**src/rtl/adder_rr_arbiter_seq_pkg.sv**
```systemverilog
// Shared definitions for the round-robin shared-adder arbiter: tag width derivation,
// result record width and the round-robin pointer advance.
`ifndef ADDER_RR_REC_W
`define ADDER_RR_REC_W(dw, tw) ((tw) + (dw) + 1)
`endif

package adder_rr_arbiter_seq_pkg;

   function automatic int tag_width(input int n);
      return (n <= 2) ? 1 : $clog2(n);
   endfunction

   function automatic int rr_next(input int r, input int n);
      return (r + 1 >= n) ? 0 : r + 1;
   endfunction

endpackage

```
**src/rtl/adder_rr_arbiter_seq_adder.sv**
```systemverilog
// One-cycle registered adder with carry-out; active-high synchronous reset on the valid only.
module adder_rr_arbiter_seq_adder #(
   parameter int DATA_WIDTH = 16
) (
   input  logic                  clk,
   input  logic                  rst,
   input  logic                  en,
   input  logic                  a_valid,
   input  logic                  b_valid,
   input  logic [DATA_WIDTH-1:0] a,
   input  logic [DATA_WIDTH-1:0] b,
   output logic                  sum_valid,
   output logic [DATA_WIDTH:0]   sum
);

   always_ff @(posedge clk) begin
      if (rst) begin
         sum_valid <= 1'b0;
      end else if (en) begin
         sum_valid <= a_valid & b_valid;
      end
   end

   always_ff @(posedge clk) begin
      if (en && a_valid && b_valid) begin
         sum <= {1'b0, a} + {1'b0, b};
      end
   end

endmodule

```
**src/rtl/adder_rr_arbiter_seq_rr_grant_onehot.sv**
```systemverilog
// Rotating-priority picker: one-hot grant to the first requester at or after ptr, wrapping.
module adder_rr_arbiter_seq_rr_grant_onehot #(
   parameter int NUM_REQ   = 4,
   parameter int TAG_WIDTH = 2
) (
   input  logic                 en,
   input  logic [NUM_REQ-1:0]   req,
   input  logic [TAG_WIDTH-1:0] ptr,
   output logic [NUM_REQ-1:0]   gnt,
   output logic [TAG_WIDTH-1:0] gnt_idx,
   output logic                 gnt_any
);

   logic [TAG_WIDTH:0]   pos;
   logic [TAG_WIDTH-1:0] idx;

   always_comb begin
      gnt     = '0;
      gnt_idx = '0;
      gnt_any = 1'b0;
      pos     = '0;
      idx     = '0;
      for (int k = 0; k < NUM_REQ; k++) begin
         pos = {1'b0, ptr} + (TAG_WIDTH+1)'(k);
         if (pos >= (TAG_WIDTH+1)'(NUM_REQ)) begin
            pos = pos - (TAG_WIDTH+1)'(NUM_REQ);
         end
         idx = pos[TAG_WIDTH-1:0];
         if (en && !gnt_any && req[idx]) begin
            gnt[idx] = 1'b1;
            gnt_idx  = idx;
            gnt_any  = 1'b1;
         end
      end
   end

endmodule

```
**src/rtl/adder_rr_arbiter_seq.sv**
```systemverilog
// Round-robin arbiter sharing one registered adder among NUM_REQ requesters, with a tagged result FIFO.
// Optional performance counters are built when ADDER_RR_ARB_PERF_EN is defined.
module adder_rr_arbiter_seq
   import adder_rr_arbiter_seq_pkg::*;
#(
   parameter int DATA_WIDTH = 16,
   parameter int NUM_REQ    = 4,
   parameter int TAG_WIDTH  = tag_width(NUM_REQ),
   parameter int OUT_DEPTH  = 2
) (
   input  logic                            clk,
   input  logic                            rst,
   input  logic                            i_en,
   input  logic [NUM_REQ-1:0]              i_valid,
   input  logic [NUM_REQ*2*DATA_WIDTH-1:0] i_data_bus,
   output logic [NUM_REQ-1:0]              o_ready,
   output logic                            o_valid,
   output logic [DATA_WIDTH:0]             o_data_bus,
   output logic [TAG_WIDTH-1:0]            o_tag,
`ifdef ADDER_RR_ARB_PERF_EN
   output logic [NUM_REQ*32-1:0]           o_grant_cnt,
   output logic [31:0]                     o_stall_cnt,
`endif
   input  logic                            i_ready
);

   localparam int SUM_W = DATA_WIDTH + 1;
   localparam int REC_W = `ADDER_RR_REC_W(DATA_WIDTH, TAG_WIDTH);
   localparam int PW    = (OUT_DEPTH > 1) ? $clog2(OUT_DEPTH) : 1;
   localparam int CW    = $clog2(OUT_DEPTH + 1);

   function automatic logic [PW-1:0] wrap_inc(input logic [PW-1:0] p);
      return (p == PW'(OUT_DEPTH - 1)) ? '0 : p + 1'b1;
   endfunction

   logic [TAG_WIDTH-1:0]  ptr_q;
   logic [NUM_REQ-1:0]    gnt;
   logic [TAG_WIDTH-1:0]  gnt_idx;
   logic                  gnt_any;
   logic                  issue_ok;
   logic                  pop;
   logic                  push;
   logic [DATA_WIDTH-1:0] a_p0;
   logic [DATA_WIDTH-1:0] b_p0;
   logic [TAG_WIDTH-1:0]  tag_p1;
   logic [SUM_W-1:0]      sum_p1;
   logic                  vld_p1;
   logic [REC_W-1:0]      mem [OUT_DEPTH];
   logic [REC_W-1:0]      head;
   logic [PW-1:0]         wr_ptr;
   logic [PW-1:0]         rd_ptr;
   logic [CW-1:0]         count;

   // Stage p0: arbitration and operand select
   assign o_valid  = (count != '0);
   assign pop      = o_valid & i_ready;
   // An in-flight sum already owns a FIFO slot, so it counts against capacity.
   assign issue_ok = rst & i_en &
                     ((32'(count) + 32'(vld_p1) - 32'(pop)) < 32'(OUT_DEPTH));

   adder_rr_arbiter_seq_rr_grant_onehot #(
      .NUM_REQ   (NUM_REQ),
      .TAG_WIDTH (TAG_WIDTH)
   ) u_grant (
      .en      (issue_ok),
      .req     (i_valid),
      .ptr     (ptr_q),
      .gnt     (gnt),
      .gnt_idx (gnt_idx),
      .gnt_any (gnt_any)
   );

   assign o_ready = gnt;

   always_comb begin
      a_p0 = '0;
      b_p0 = '0;
      for (int r = 0; r < NUM_REQ; r++) begin
         if (gnt[r]) begin
            a_p0 = i_data_bus[r*2*DATA_WIDTH + DATA_WIDTH +: DATA_WIDTH];
            b_p0 = i_data_bus[r*2*DATA_WIDTH +: DATA_WIDTH];
         end
      end
   end

   // Stage p1: adder output and its tag
   adder_rr_arbiter_seq_adder #(
      .DATA_WIDTH (DATA_WIDTH)
   ) u_adder (
      .clk       (clk),
      .rst       (~rst),
      .en        (1'b1),
      .a_valid   (gnt_any),
      .b_valid   (gnt_any),
      .a         (a_p0),
      .b         (b_p0),
      .sum_valid (vld_p1),
      .sum       (sum_p1)
   );

   always_ff @(posedge clk) begin
      if (gnt_any) begin
         tag_p1 <= gnt_idx;
      end
   end

   // Stage p2: result FIFO
   assign push = vld_p1;

   always_ff @(posedge clk) begin
      if (!rst) begin
         ptr_q  <= '0;
         wr_ptr <= '0;
         rd_ptr <= '0;
         count  <= '0;
      end else begin
         if (gnt_any) begin
            ptr_q <= TAG_WIDTH'(rr_next(int'(gnt_idx), NUM_REQ));
         end
         if (push) begin
            wr_ptr <= wrap_inc(wr_ptr);
         end
         if (pop) begin
            rd_ptr <= wrap_inc(rd_ptr);
         end
         if (push && !pop) begin
            count <= count + 1'b1;
         end else if (!push && pop) begin
            count <= count - 1'b1;
         end
      end
   end

   always_ff @(posedge clk) begin
      if (push) begin
         mem[wr_ptr] <= {tag_p1, sum_p1};
      end
   end

   assign head       = mem[rd_ptr];
   assign o_data_bus = o_valid ? head[SUM_W-1:0] : '0;
   assign o_tag      = o_valid ? head[REC_W-1 -: TAG_WIDTH] : '0;

   push_never_full: assert property (@(posedge clk) disable iff (!rst)
      !(push && !pop && (count == CW'(OUT_DEPTH))));

`ifdef ADDER_RR_ARB_PERF_EN
   function automatic logic [31:0] sat_inc(input logic [31:0] v);
      return (v == '1) ? v : v + 32'd1;
   endfunction

   logic [31:0] grant_cnt_q [NUM_REQ];
   logic [31:0] stall_cnt_q;

   always_ff @(posedge clk) begin
      if (!rst) begin
         for (int r = 0; r < NUM_REQ; r++) begin
            grant_cnt_q[r] <= '0;
         end
         stall_cnt_q <= '0;
      end else begin
         for (int r = 0; r < NUM_REQ; r++) begin
            if (gnt[r]) begin
               grant_cnt_q[r] <= sat_inc(grant_cnt_q[r]);
            end
         end
         if ((|i_valid) && !issue_ok) begin
            stall_cnt_q <= sat_inc(stall_cnt_q);
         end
      end
   end

   for (genvar g = 0; g < NUM_REQ; g++) begin : g_cnt
      assign o_grant_cnt[g*32 +: 32] = grant_cnt_q[g];
   end
   assign o_stall_cnt = stall_cnt_q;
`endif

endmodule
```
**config.mk**
```make
export PLATFORM = sky130hd
export DESIGN_NAME = adder_rr_arbiter_seq
export DESIGN_NICKNAME = d
export VERILOG_FILES = /design/src/rtl/adder_rr_arbiter_seq_pkg.sv /design/src/rtl/adder_rr_arbiter_seq_adder.sv /design/src/rtl/adder_rr_arbiter_seq_rr_grant_onehot.sv /design/src/rtl/adder_rr_arbiter_seq.sv
export SDC_FILE = /design/constraint.sdc
export NUM_CORES = 1
export LEC_CHECK = 0
export CAP_MARGIN = 20
export CORE_MARGIN = 10
export CORE_UTILIZATION = 51
export DETAILED_ROUTE_END_ITERATION = 16
export MAX_ROUTING_LAYER = met4
export PLACE_DENSITY = 0.88
export SETUP_SLACK_MARGIN = 0.4
export SLEW_MARGIN = 5
export SYNTH_ARGS = -nofsm -noshare
export SYNTH_HDL_FRONTEND = slang
export SYNTH_SLANG_ARGS = --single-unit
```
**constraint.sdc**
```tcl
create_clock -name clk -period 9.55 [get_ports clk]
set_input_delay 1.91 -clock clk [delete_from_list [all_inputs] [get_ports clk]]
set_output_delay 1.91 -clock clk [all_outputs]
set_load 0.02 [all_outputs]
```
* Word level (Yosys, flattened, before mapping)
Memory sizes are Yosys's and may differ from the RTL's. A register that Yosys moved wholly into a read port is not among the register bits.
Cells that the tools add are included.
** Word-level totals
- Register bits :: 26
- Output and inout port bits :: 24
- Word-level logic and storage cells :: 114
- Memories kept :: 1
- Input bits :: 136
- Bits in read-only memories :: 0
- Bits in writable memories :: 38
- Latch bits :: 0
** Memory list
- mem :: words 2, bits a word 19, read ports 1, clocked after memory_dff 1, wr ports 1, RTL line adder_rr_arbiter_seq.sv:48 : logic [REC_W-1:0] mem [OUT_DEPTH];
** Operators by class
- Multipliers :: 0
- Shift-type cells :: 0
- Reduce and logical (&&, ||, !) cells :: 20
- Bitwise gates (word level) :: 6
- $lt $le $gt $ge :: 14
- Equal/unequal tests :: 0
- Divide/modulo/power cells :: 0
- Multiplexer cells :: 51
- Add/sub/neg operators :: 15
** Operators by type and width (number)
- $mux W16 :: 8
- $lt A32 B2 Y1 const B :: 1
- $mux W2 :: 12
- $mux W1 :: 18
- $add A16 B16 Y17 :: 1
- $mux W17 :: 1
- $mux W4 :: 4
- $logic_and A1 B1 Y1 :: 13
- $ge A3 B3 Y1 const B :: 4
- $lt A2 B3 Y1 const B :: 4
- $or A4 B4 Y4 :: 3
- $sub A2 B1 Y2 const B :: 5
- $bmux W1 S2 :: 4
- $demux W1 S2 :: 4
- $ge A2 B1 Y1 const B :: 4
- $add A2 B1 Y3 const B :: 2
- $add A2 B2 Y3 const B :: 2
- $logic_not A1 Y1 :: 5
- $reduce_bool A2 Y1 :: 2
- $sub A3 B1 Y4 :: 1
- $add A2 B1 Y3 :: 1
- $and A1 B1 Y1 :: 3
- $ge A2 B3 Y1 const B :: 1
- $add A1 B1 Y1 const B :: 2
- $add A2 B1 Y2 const B :: 1

* Longest topological paths before layout
Gate-level depths: netlist of the first run.
- Depth after elaboration :: 24
- Gate-level depth with buffers :: 22

* Modules after synthesis
A second synthesis of the first run with hierarchy kept.
** Second synthesis, totals
- Cell total of the unflattened synthesis :: 463
- Area, all modules :: 5064.9 µm²
** By module, submodules not included
- adder_rr_arbiter_seq :: area an instance 3228.1 µm², sequential area each 1341.3 µm², instances 1, cells each 273
- adder_rr_arbiter_seq_adder :: area an instance 1287.5 µm², sequential area each 530.5 µm², instances 1, cells each 124
- adder_rr_arbiter_seq_rr_grant_onehot :: area an instance 549.3 µm², sequential area each 0.0 µm², instances 1, cells each 66

* Least setup slack after synthesis of the first run
No wires, ideal clock.
- Kind :: in2reg
- Start :: input port i_ready
- End :: register u_adder.sum[12] (data pin)
- Stages on the path :: 20
- Setup time :: 0.255 ns
- Arrival :: 6.233 ns
- Setup slack :: 3.062 ns
- Path buffers :: 2
- Path through :: nand2_1 ha_1 nor2b_1 fa_1 and3b_1 o211a_1 nand4_1 and3_1 buf_4 buf_6 a311oi_1 o31ai_1 ha_1 fa_1 a211oi_1 o21bai_1 a31o_2 a211oi_1 o21ai_0 and2_1
** Between the ends
- Word-level cells in the longest chain between the ends :: 23
- Elaborated cells on any way between the ends :: 33
** Ends and longest elaborated chain
- start, declared :: RTL line adder_rr_arbiter_seq.sv:24 : input logic i_ready
- $and A1 B1 Y1 * :: RTL line adder_rr_arbiter_seq.sv:56 : assign pop = o_valid & i_ready;
- $sub A3 B1 Y4 * :: RTL line adder_rr_arbiter_seq.sv:59 : ((32'(count) + 32'(vld_p1) - 32'(pop)) < 32'(OUT_DEPTH));
- $lt A32 B2 Y1 * :: RTL line adder_rr_arbiter_seq.sv:59
- $and A1 B1 Y1 * :: RTL line adder_rr_arbiter_seq.sv:58 : assign issue_ok = rst & i_en &
- $logic_and A1 B1 Y1 :: RTL line adder_rr_arbiter_seq_rr_grant_onehot.sv:29 : if (en && !gnt_any && req[idx]) begin
- $mux W1 :: RTL line adder_rr_arbiter_seq_rr_grant_onehot.sv:29
- $logic_not A1 Y1 :: RTL line adder_rr_arbiter_seq_rr_grant_onehot.sv:29
- $logic_and A1 B1 Y1 (2 in series) :: RTL line adder_rr_arbiter_seq_rr_grant_onehot.sv:29
- $mux W1 :: RTL line adder_rr_arbiter_seq_rr_grant_onehot.sv:29
- $logic_not A1 Y1 :: RTL line adder_rr_arbiter_seq_rr_grant_onehot.sv:29
- $logic_and A1 B1 Y1 (2 in series) :: RTL line adder_rr_arbiter_seq_rr_grant_onehot.sv:29
- $mux W1 :: RTL line adder_rr_arbiter_seq_rr_grant_onehot.sv:29
- $logic_not A1 Y1 :: RTL line adder_rr_arbiter_seq_rr_grant_onehot.sv:29
- $logic_and A1 B1 Y1 (2 in series) :: RTL line adder_rr_arbiter_seq_rr_grant_onehot.sv:29
- $mux W4 * :: RTL line adder_rr_arbiter_seq_rr_grant_onehot.sv:29
- $mux W16 (4 in series) :: RTL line adder_rr_arbiter_seq.sv:79 : if (gnt[r]) begin
- $add A16 B16 Y17 * :: RTL line adder_rr_arbiter_seq_adder.sv:26 : sum <= {1'b0, a} + {1'b0, b};
- end signal, assigned :: RTL line adder_rr_arbiter_seq_adder.sv:26
- end, declared :: RTL line adder_rr_arbiter_seq_adder.sv:13 : output logic [DATA_WIDTH:0] sum
Every way passes the cells marked *; elsewhere a longest branch is shown, timed or not.
A chain may end at the register's enable or synchronous reset.

* Worst setup path in the final report of the first run
- Start :: input port i_ready
- End :: output port o_ready[1]
** Between the ends
- Word-level cells in the longest chain between the ends :: 18
- Elaborated cells on any way between the ends :: 24
** Ends and longest elaborated chain
- $and A1 B1 Y1 * :: RTL line adder_rr_arbiter_seq.sv:56
- $sub A3 B1 Y4 * :: RTL line adder_rr_arbiter_seq.sv:59
- $lt A32 B2 Y1 * :: RTL line adder_rr_arbiter_seq.sv:59
- $and A1 B1 Y1 * :: RTL line adder_rr_arbiter_seq.sv:58
- $logic_and A1 B1 Y1 :: RTL line adder_rr_arbiter_seq_rr_grant_onehot.sv:29
- $mux W1 :: RTL line adder_rr_arbiter_seq_rr_grant_onehot.sv:29
- $logic_not A1 Y1 :: RTL line adder_rr_arbiter_seq_rr_grant_onehot.sv:29
- $logic_and A1 B1 Y1 (2 in series) :: RTL line adder_rr_arbiter_seq_rr_grant_onehot.sv:29
- $mux W1 :: RTL line adder_rr_arbiter_seq_rr_grant_onehot.sv:29
- $logic_not A1 Y1 :: RTL line adder_rr_arbiter_seq_rr_grant_onehot.sv:29
- $logic_and A1 B1 Y1 (2 in series) :: RTL line adder_rr_arbiter_seq_rr_grant_onehot.sv:29
- $mux W1 :: RTL line adder_rr_arbiter_seq_rr_grant_onehot.sv:29
- $logic_not A1 Y1 :: RTL line adder_rr_arbiter_seq_rr_grant_onehot.sv:29
- $logic_and A1 B1 Y1 (2 in series) :: RTL line adder_rr_arbiter_seq_rr_grant_onehot.sv:29
- $mux W4 * :: RTL line adder_rr_arbiter_seq_rr_grant_onehot.sv:29
- end, declared :: RTL line adder_rr_arbiter_seq.sv:16 : output logic [NUM_REQ-1:0] o_ready,
Marks and branches as above.

==> results of run 1 <==
-- metal layers --
metal | global-route usage, % | share of wire (%)
met1 | 26.7 | 43
met4 | 6.88 | 2.0
met3 | 4.22 | 7.1
met5 | - | 0
met2 | 35.5 | 48
-- synth_stat cells, types with 3 or more instances --
master     n  area [sq um]
mux2i_1   19           190
mux4_2     4          90.1
nand3b_1   5          37.5
and2_1     5          31.3
inv_1     44           165
ha_1      22           275
o21ai_0    5          25.0
nor3_1     6          30.0
a31o_2     3          26.3
o211ai_1   4          30.0
a311oi_2   9           135
a21oi_1   18          90.1
buf_4      3          22.5
a211oi_1   3          22.5
a21o_1     4          30.0
nor2_1    59           221
xnor2_1   12           105
nand3_1    7          35.0
a31oi_1   34           213
a311oi_1  23           201
nor2b_1    4          25.0
dfxtp_1    8           160
clkbuf_1  14          52.6
buf_6      8          90.1
buf_2      9          45.0
o31ai_1   30           225
nand2_1   46           173
xor2_1     4          35.0
edfxtp_1  57          1710
-- worst max-delay path, cell delays in order --
cell and delay (ns):
clkdlybuf4s50_1 0.49, nand2_1 0.11, ha_1 0.37, nor2b_1 0.10, fa_1 0.51, and3b_1 0.19, o211ai_1 0.36, a21o_1 0.14
buf_4 0.31, and3_1 0.64, buf_4 0.37, inv_1 0.07, clkdlybuf4s50_1 0.55
-- where the power goes --
part / total, W / switching [W] / internal (W)
Sequential: 0.000452 / 0.0000466 / 0.000405
Clock: 0.000240 / 0.0000941 / 0.000146
Combinational: 0.000797 / 0.000439 / 0.000358
-- logic make-up after synthesis --
group / after synthesis
adders and majority gates: 24
buffers and inverters: 80
muxes: 24
xor gates and xnor gates: 16
and+or+nand+nor: 152
DFF: 65
AOI/OAI and AO/OA: 147
-- through the flow --
step           util [%]  hold WS [ns]
6_report           71.9         0.443
5_1_grt            71.9         0.462
4_1_cts            71.9         0.443
3_5_place_dp       69.7         0.432
3_3_place_gp       69.6         0.425
2_1_floorplan         -         0.421
-- path summary, 6_finish.rpt --
kind	from	endpoint	slack [ns]
worst min register to register	u_adder.sum[8]	mem[1][8]	0.44
worst max-delay path	i_ready	o_ready[1]	1.50
worst min-delay path	u_adder.sum[8]	mem[1][8]	0.44
worst max register to register	count[1]	u_adder.sum[12]	3.27
-- sequential cells by signal, summed over array words and instances, names as in the netlist, named ones only --
register           count
tag_p1                 2
mem                   38
u_adder.sum           17
rd_ptr                 1
wr_ptr                 1
u_adder.sum_valid      1
ptr_q                  1
count                  2
-- final cells by class --
cell class / instances / share of cell area (%)
multi-input combinational: 363 / 39.1
clock buffer: 10 / 1.91
timing repair buffer: 167 / 24.7
sequential: 65 / 28.0
inverter: 45 / 2.57
clock inverter: 6 / 1.24
tap: 129 / 2.42
==> flow_summary_export.csv, run 1 <==
group,metric,value,unit
clocking,postCtsSetupBuffers,0,
clocking,clk_latency,0.32,ns
die,core-area,9280,sq um
timing,period_needed,8.05,ns
worst_setup_path,startpoint_type,"input port",
logic_synthesis,synth_adder_area_share,6.48,%
timing,fmaxAchievable,0.124,GHz
power_and_ir_drop,power_leakage,2.48,nW
layout,multiInputGateArea,2610,sq um
layout,nNetsFinal,811,
timing,worst_slack,1.50,ns
route,viasPerCell,5.88,
clocking,cts_root_buf,"clkbuf_8",
timing,rsz0062_at_grt,"no",
logic_synthesis,synth_nets,668,
power_and_ir_drop,total_power,0.00149,W
layout,final_cells,785,
place,io_buffer_count,159,
place,dpl.cell_count,769,
worst_setup_path,rr_worst_depth,21,
global_routing,antenna_found_initial,0,
logic_synthesis,netlist_area,4860,sq um
layout,n_fill_cell,696,
logic_synthesis,syn_avg_cell_area,9.57,sq um
logic_synthesis,synth_cells,508,
die,io_pins,160,
die,start_util,52.4,%
clocking,cts.sinks,65,
layout,final-seq-area,1870,sq um
global_routing,grt_usage,21.8,%
timing,relSlewSlack,26.8,%
clocking,cts-hold-fix-buffers,0,
layout,syn2layout_area_growth,37.3,%
layout,diodes,0,
timing,finalClockSkew,0.00571,ns
logic_synthesis,yosys_warnings,0,
min_path,hp-class,"register to register",
logic_synthesis,synthMuxAreaShare,5.99,%
timing,setup_tns,0,ns
clocking,clkTransAtPathRegs,0.06,ns
timing,final_max_slew_viol_count,0,
run_status,outcome,"finished, final reports clean",
global_routing,grt_pass1_vias,4741,
worst_setup_path,cp.required,7.64,ns
layout,mostFrequentLayoutCell,"clkdlybuf4s50_1",
route,wl_per_cell,19.7,microns
global_routing,grt_pass1_wl,24300,microns
global_routing,grt_overflow_total,0,
worst_setup_path,cp-end-kind,"primary output",
job,max_cap_violations,0,
logic_synthesis,synth_xor_area_share,2.88,%
logic_synthesis,synth-compound-area-share,23.6,%
worst_setup_path,arrival,6.14,ns
die,die_w,118,microns
clocking,cts_tree,"yes",
logic_synthesis,synth_top_family_by_area,"compound AO/OA/AOI/OAI gates",
timing,layout_worst_path_cycle_share,84.3,%
route,wirelength,15400,microns
timing,tightest_slew,1.10,ns
place,dpl.hpwl,12100,microns
die,row_count,35,
logic_synthesis,seq_area_frac_synth,38.5,%
layout,drive_above_1_share,7.93,%
clocking,cts_resized,0,
timing,hold_violations,0,
route,ant_nets,0,
clocking,htree_num_levels,3,
logic_synthesis,synthSimpleGateAreaFrac,14.6,%
layout,layout_common_cells,"159 x clkdlybuf4s50_1, 59 x nor2_1, 57 x edfxtp_1",
logic_synthesis,ys_types,58,
worst_setup_path,crit_fanout,33,
worst_setup_path,crit_type,"input port to primary output",
power_and_ir_drop,vdd_drop_max,0.000123,V
global_routing,grt_max_degree,53,
route,drc,0,
logic_synthesis,synthArstFlopShare,0,%
power_and_ir_drop,p_per_area,223,nW/um^2
die,dieArea,13800,sq um
route,drtPass1Iterations,6,
clocking,clockBufferDepth,2,
route,num_vias,4617,
place,placed_cell_area,6470,sq um
die,die_y,118,microns
logic_synthesis,synth_edf_count,57,
place,pre_cts_ws,1.60,ns
route,dr.first_iter.drc_count,336,
logic_synthesis,ys_seq_elements,65,
place,gp_congestion,0.971,
logic_synthesis,ys.flop_type,"edfxtp_1",
timing,setup_viol,0,
layout,stdcell_area,6680,sq um
min_path,holdPathStages,0,
clocking,cts-buffers-inserted,9,
(Power assumes the default switching activity.)
==> run 2, diff against run 1 <==
--- a/config.mk
+++ b/config.mk
@@ -7,10 +7,10 @@
 export LEC_CHECK = 0
 export CAP_MARGIN = 20
 export CORE_MARGIN = 10
-export CORE_UTILIZATION = 51
+export CORE_UTILIZATION = 47
 export DETAILED_ROUTE_END_ITERATION = 16
 export MAX_ROUTING_LAYER = met4
-export PLACE_DENSITY = 0.88
+export PLACE_DENSITY = 0.82
 export SETUP_SLACK_MARGIN = 0.4
 export SLEW_MARGIN = 5
 export SYNTH_ARGS = -nofsm -noshare
==> constraint.sdc (replaced) <==
create_clock -name clk -period 7.65 [get_ports clk]
set_input_delay 1.53 -clock clk [delete_from_list [all_inputs] [get_ports clk]]
set_output_delay 1.53 -clock clk [all_outputs]
set_load 0.02 [all_outputs]
==> run 2 against run 1 <==
Against the previous run: worst hold slack worse by 0.0063 ns; clock skew increased by 0.0064 ns; register-to-register slack lost 1.3 ns; worst setup slack lost 0.66 ns; critical path type unchanged; die area rose by 7.0%; core utilization shrank 6.0 points; clock power up 43%; design area up 0.62%; first-iteration DRC count decreased by 17%; largest power group unchanged.
==> flow_summary_export.csv, run 2 (synthesized netlist as in run 1, its figures left out) <==
group,metric,value,unit
clocking,cts_resized,0,
power_and_ir_drop,intPower,0.00117,W
timing,fmaxAchievable,0.147,GHz
worst_setup_path,startpoint_type,"input port",
min_path,holdPathStages,0,
timing,relSlewSlack,28.0,%
clocking,cts_root_buf,"clkbuf_8",
layout,fin_util,66.0,%
route,ant_nets,0,
layout,largest-register,"mem",
timing,period_needed,6.81,ns
route,dr.first_iter.drc_count,279,
power_and_ir_drop,total_power,0.00188,W
die,die_y,122,microns
run_status,outcome,"finished, final reports clean",
timing,setup_tns,0,ns
timing,finalClockSkew,0.0121,ns
power_and_ir_drop,power_switching,0.000715,W
route,drtPass1Iterations,5,
clocking,clkTransAtPathRegs,0.07,ns
route,viasPerCell,5.70,
power_and_ir_drop,seq_power_share,30.0,%
power_and_ir_drop,vdd_drop_max,0.000151,V
worst_setup_path,cp.required,6.12,ns
layout,top_regs,"mem: 38 flops, u_adder.sum: 17 flops",
worst_setup_path,crit_fanout,33,
power_and_ir_drop,power_leakage,2.49,nW
place,io_buffer_count,159,
place,gp_congestion,0.941,
die,io_pins,160,
power_and_ir_drop,p_per_area,280,nW/um^2
layout,layout_common_cells,"159 x clkdlybuf4s50_1, 59 x nor2_1, 57 x edfxtp_1",
worst_setup_path,rr_worst_depth,20,
layout,largest_register_ffs,38,
route,drc,0,
clocking,cts.sinks,65,
global_routing,antenna_found_initial,0,
layout,diodes,0,
die,core-area,10200,sq um
clocking,clockBufferDepth,2,
place,pre_cts_ws,0.582,ns
die,die_w,122,microns
power_and_ir_drop,combPwrFrac,51.7,%
clocking,clk_latency,0.33,ns
route,wl_per_cell,18.6,microns
worst_setup_path,cp-end-kind,"primary output",
clocking,postCtsSetupBuffers,0,
clocking,cts-hold-fix-buffers,0,
timing,hold_violations,0,
timing,worst_slack,0.840,ns
worst_setup_path,arrival,5.28,ns
clocking,cts-buffers-inserted,9,
timing,layout_worst_path_cycle_share,89.0,%
layout,drive_above_1_share,8.08,%
die,start_util,47.8,%
route,num_vias,4514,
global_routing,grt_usage,20.0,%
layout,mostFrequentLayoutCell,"clkdlybuf4s50_1",
global_routing,grt_pass1_wl,23300,microns
die,row_count,37,
timing,final_max_slew_viol_count,0,
place,dpl.hpwl,11600,microns
layout,nNetsFinal,811,
worst_setup_path,crit_type,"input port to primary output",
min_path,hp-class,"register to register",
route,wirelength,14700,microns
clocking,htree_num_levels,3,
timing,rsz0062_at_grt,"no",
die,dieArea,14800,sq um
global_routing,grt_pass1_vias,4604,
power_and_ir_drop,switching_share,38.0,%
timing,setup_viol,0,
global_routing,grt_max_degree,44,
clocking,cts_tree,"yes",
timing,tightest_slew,1.08,ns
global_routing,grt_overflow_total,0,
job,max_cap_violations,0,
layout,syn2layout_area_growth,38.2,%
power_and_ir_drop,clkPwrFrac,18.3,%
layout,n_fill_cell,807,
-- run 2: cell count changes in the layout (fill, tap and decap cells not counted), sizes merged --
| cell | previous run | this run |
|---|---|---|
| clkbuf | 10 | 9 |
| clkinv | 4 | 3 |
| bufinv | 2 | 3 |
| clkinvlp | 0 | 1 |
-- run 2: critical path, stage by stage --
cell             delay [ns]
clkdlybuf4s50_1        0.47
nand2_1                0.10
ha_1                   0.36
nor2b_1                0.22
fa_1                   0.45
and3b_1                0.24
o211a_1                0.25
and3_4                 0.25
a221o_2                0.65
clkdlybuf4s50_1        0.74
-- run 2: power groups by stage --
stage	Sequential, W	Combinational, W	Clock, W
final	0.000565	0.000973	0.000344
after global routing	0.000573	0.00106	0.000366
after CTS	0.000565	0.000974	0.000349
after detailed placement	0.000573	0.000966	0
after global placement	0.000564	0.000939	0
after floorplan	0.000536	0.000693	0
-- run 2: through the flow --
| step | area, sq um | cells | hold slack [ns] |
|---|---|---|---|
| detailed placement | 6480 | 776 | 0.429 |
| CTS | 6720 | 792 | 0.436 |
| global placement | 6480 | 776 | 0.425 |
| finish | 6720 | 792 | 0.437 |
| floorplan | 4860 | 508 | 0.421 |
| global route | 6720 | 792 | 0.441 |
-- run 2: area by class of cell --
cell class,count,area (sq um),area share [%]
Sequential cell,65,1870,27.9
Multi-Input combinational cell,363,2610,38.9
Timing Repair Buffer,167,1650,24.6
Inverter,45,171,2.55
Clock buffer,9,124,1.84
Clock inverter,7,119,1.77
Tap cell,136,170,2.53
-- run 2: path summary, 6_finish.rpt --
kind,from,to,slack (ns)
worst max register to register,count[1],u_adder.sum[12],1.93
worst max-delay path,i_ready,o_ready[0],0.84
worst min register to register,u_adder.sum[0],mem[1][0],0.44
worst min-delay path,u_adder.sum[0],mem[1][0],0.44
-- run 2: routing by layer --
| layer | vias to the layer above | wire [microns] | global-route usage, % |
|---|---|---|---|
| met5 | - | 0 | - |
| met3 | 18 | 779 | 3.15 |
| met1 | 2122 | 6240 | 24.0 |
| li1 | 2193 | - | - |
| met4 | 0 | 243 | 6.11 |
| met2 | 181 | 7430 | 33.8 |
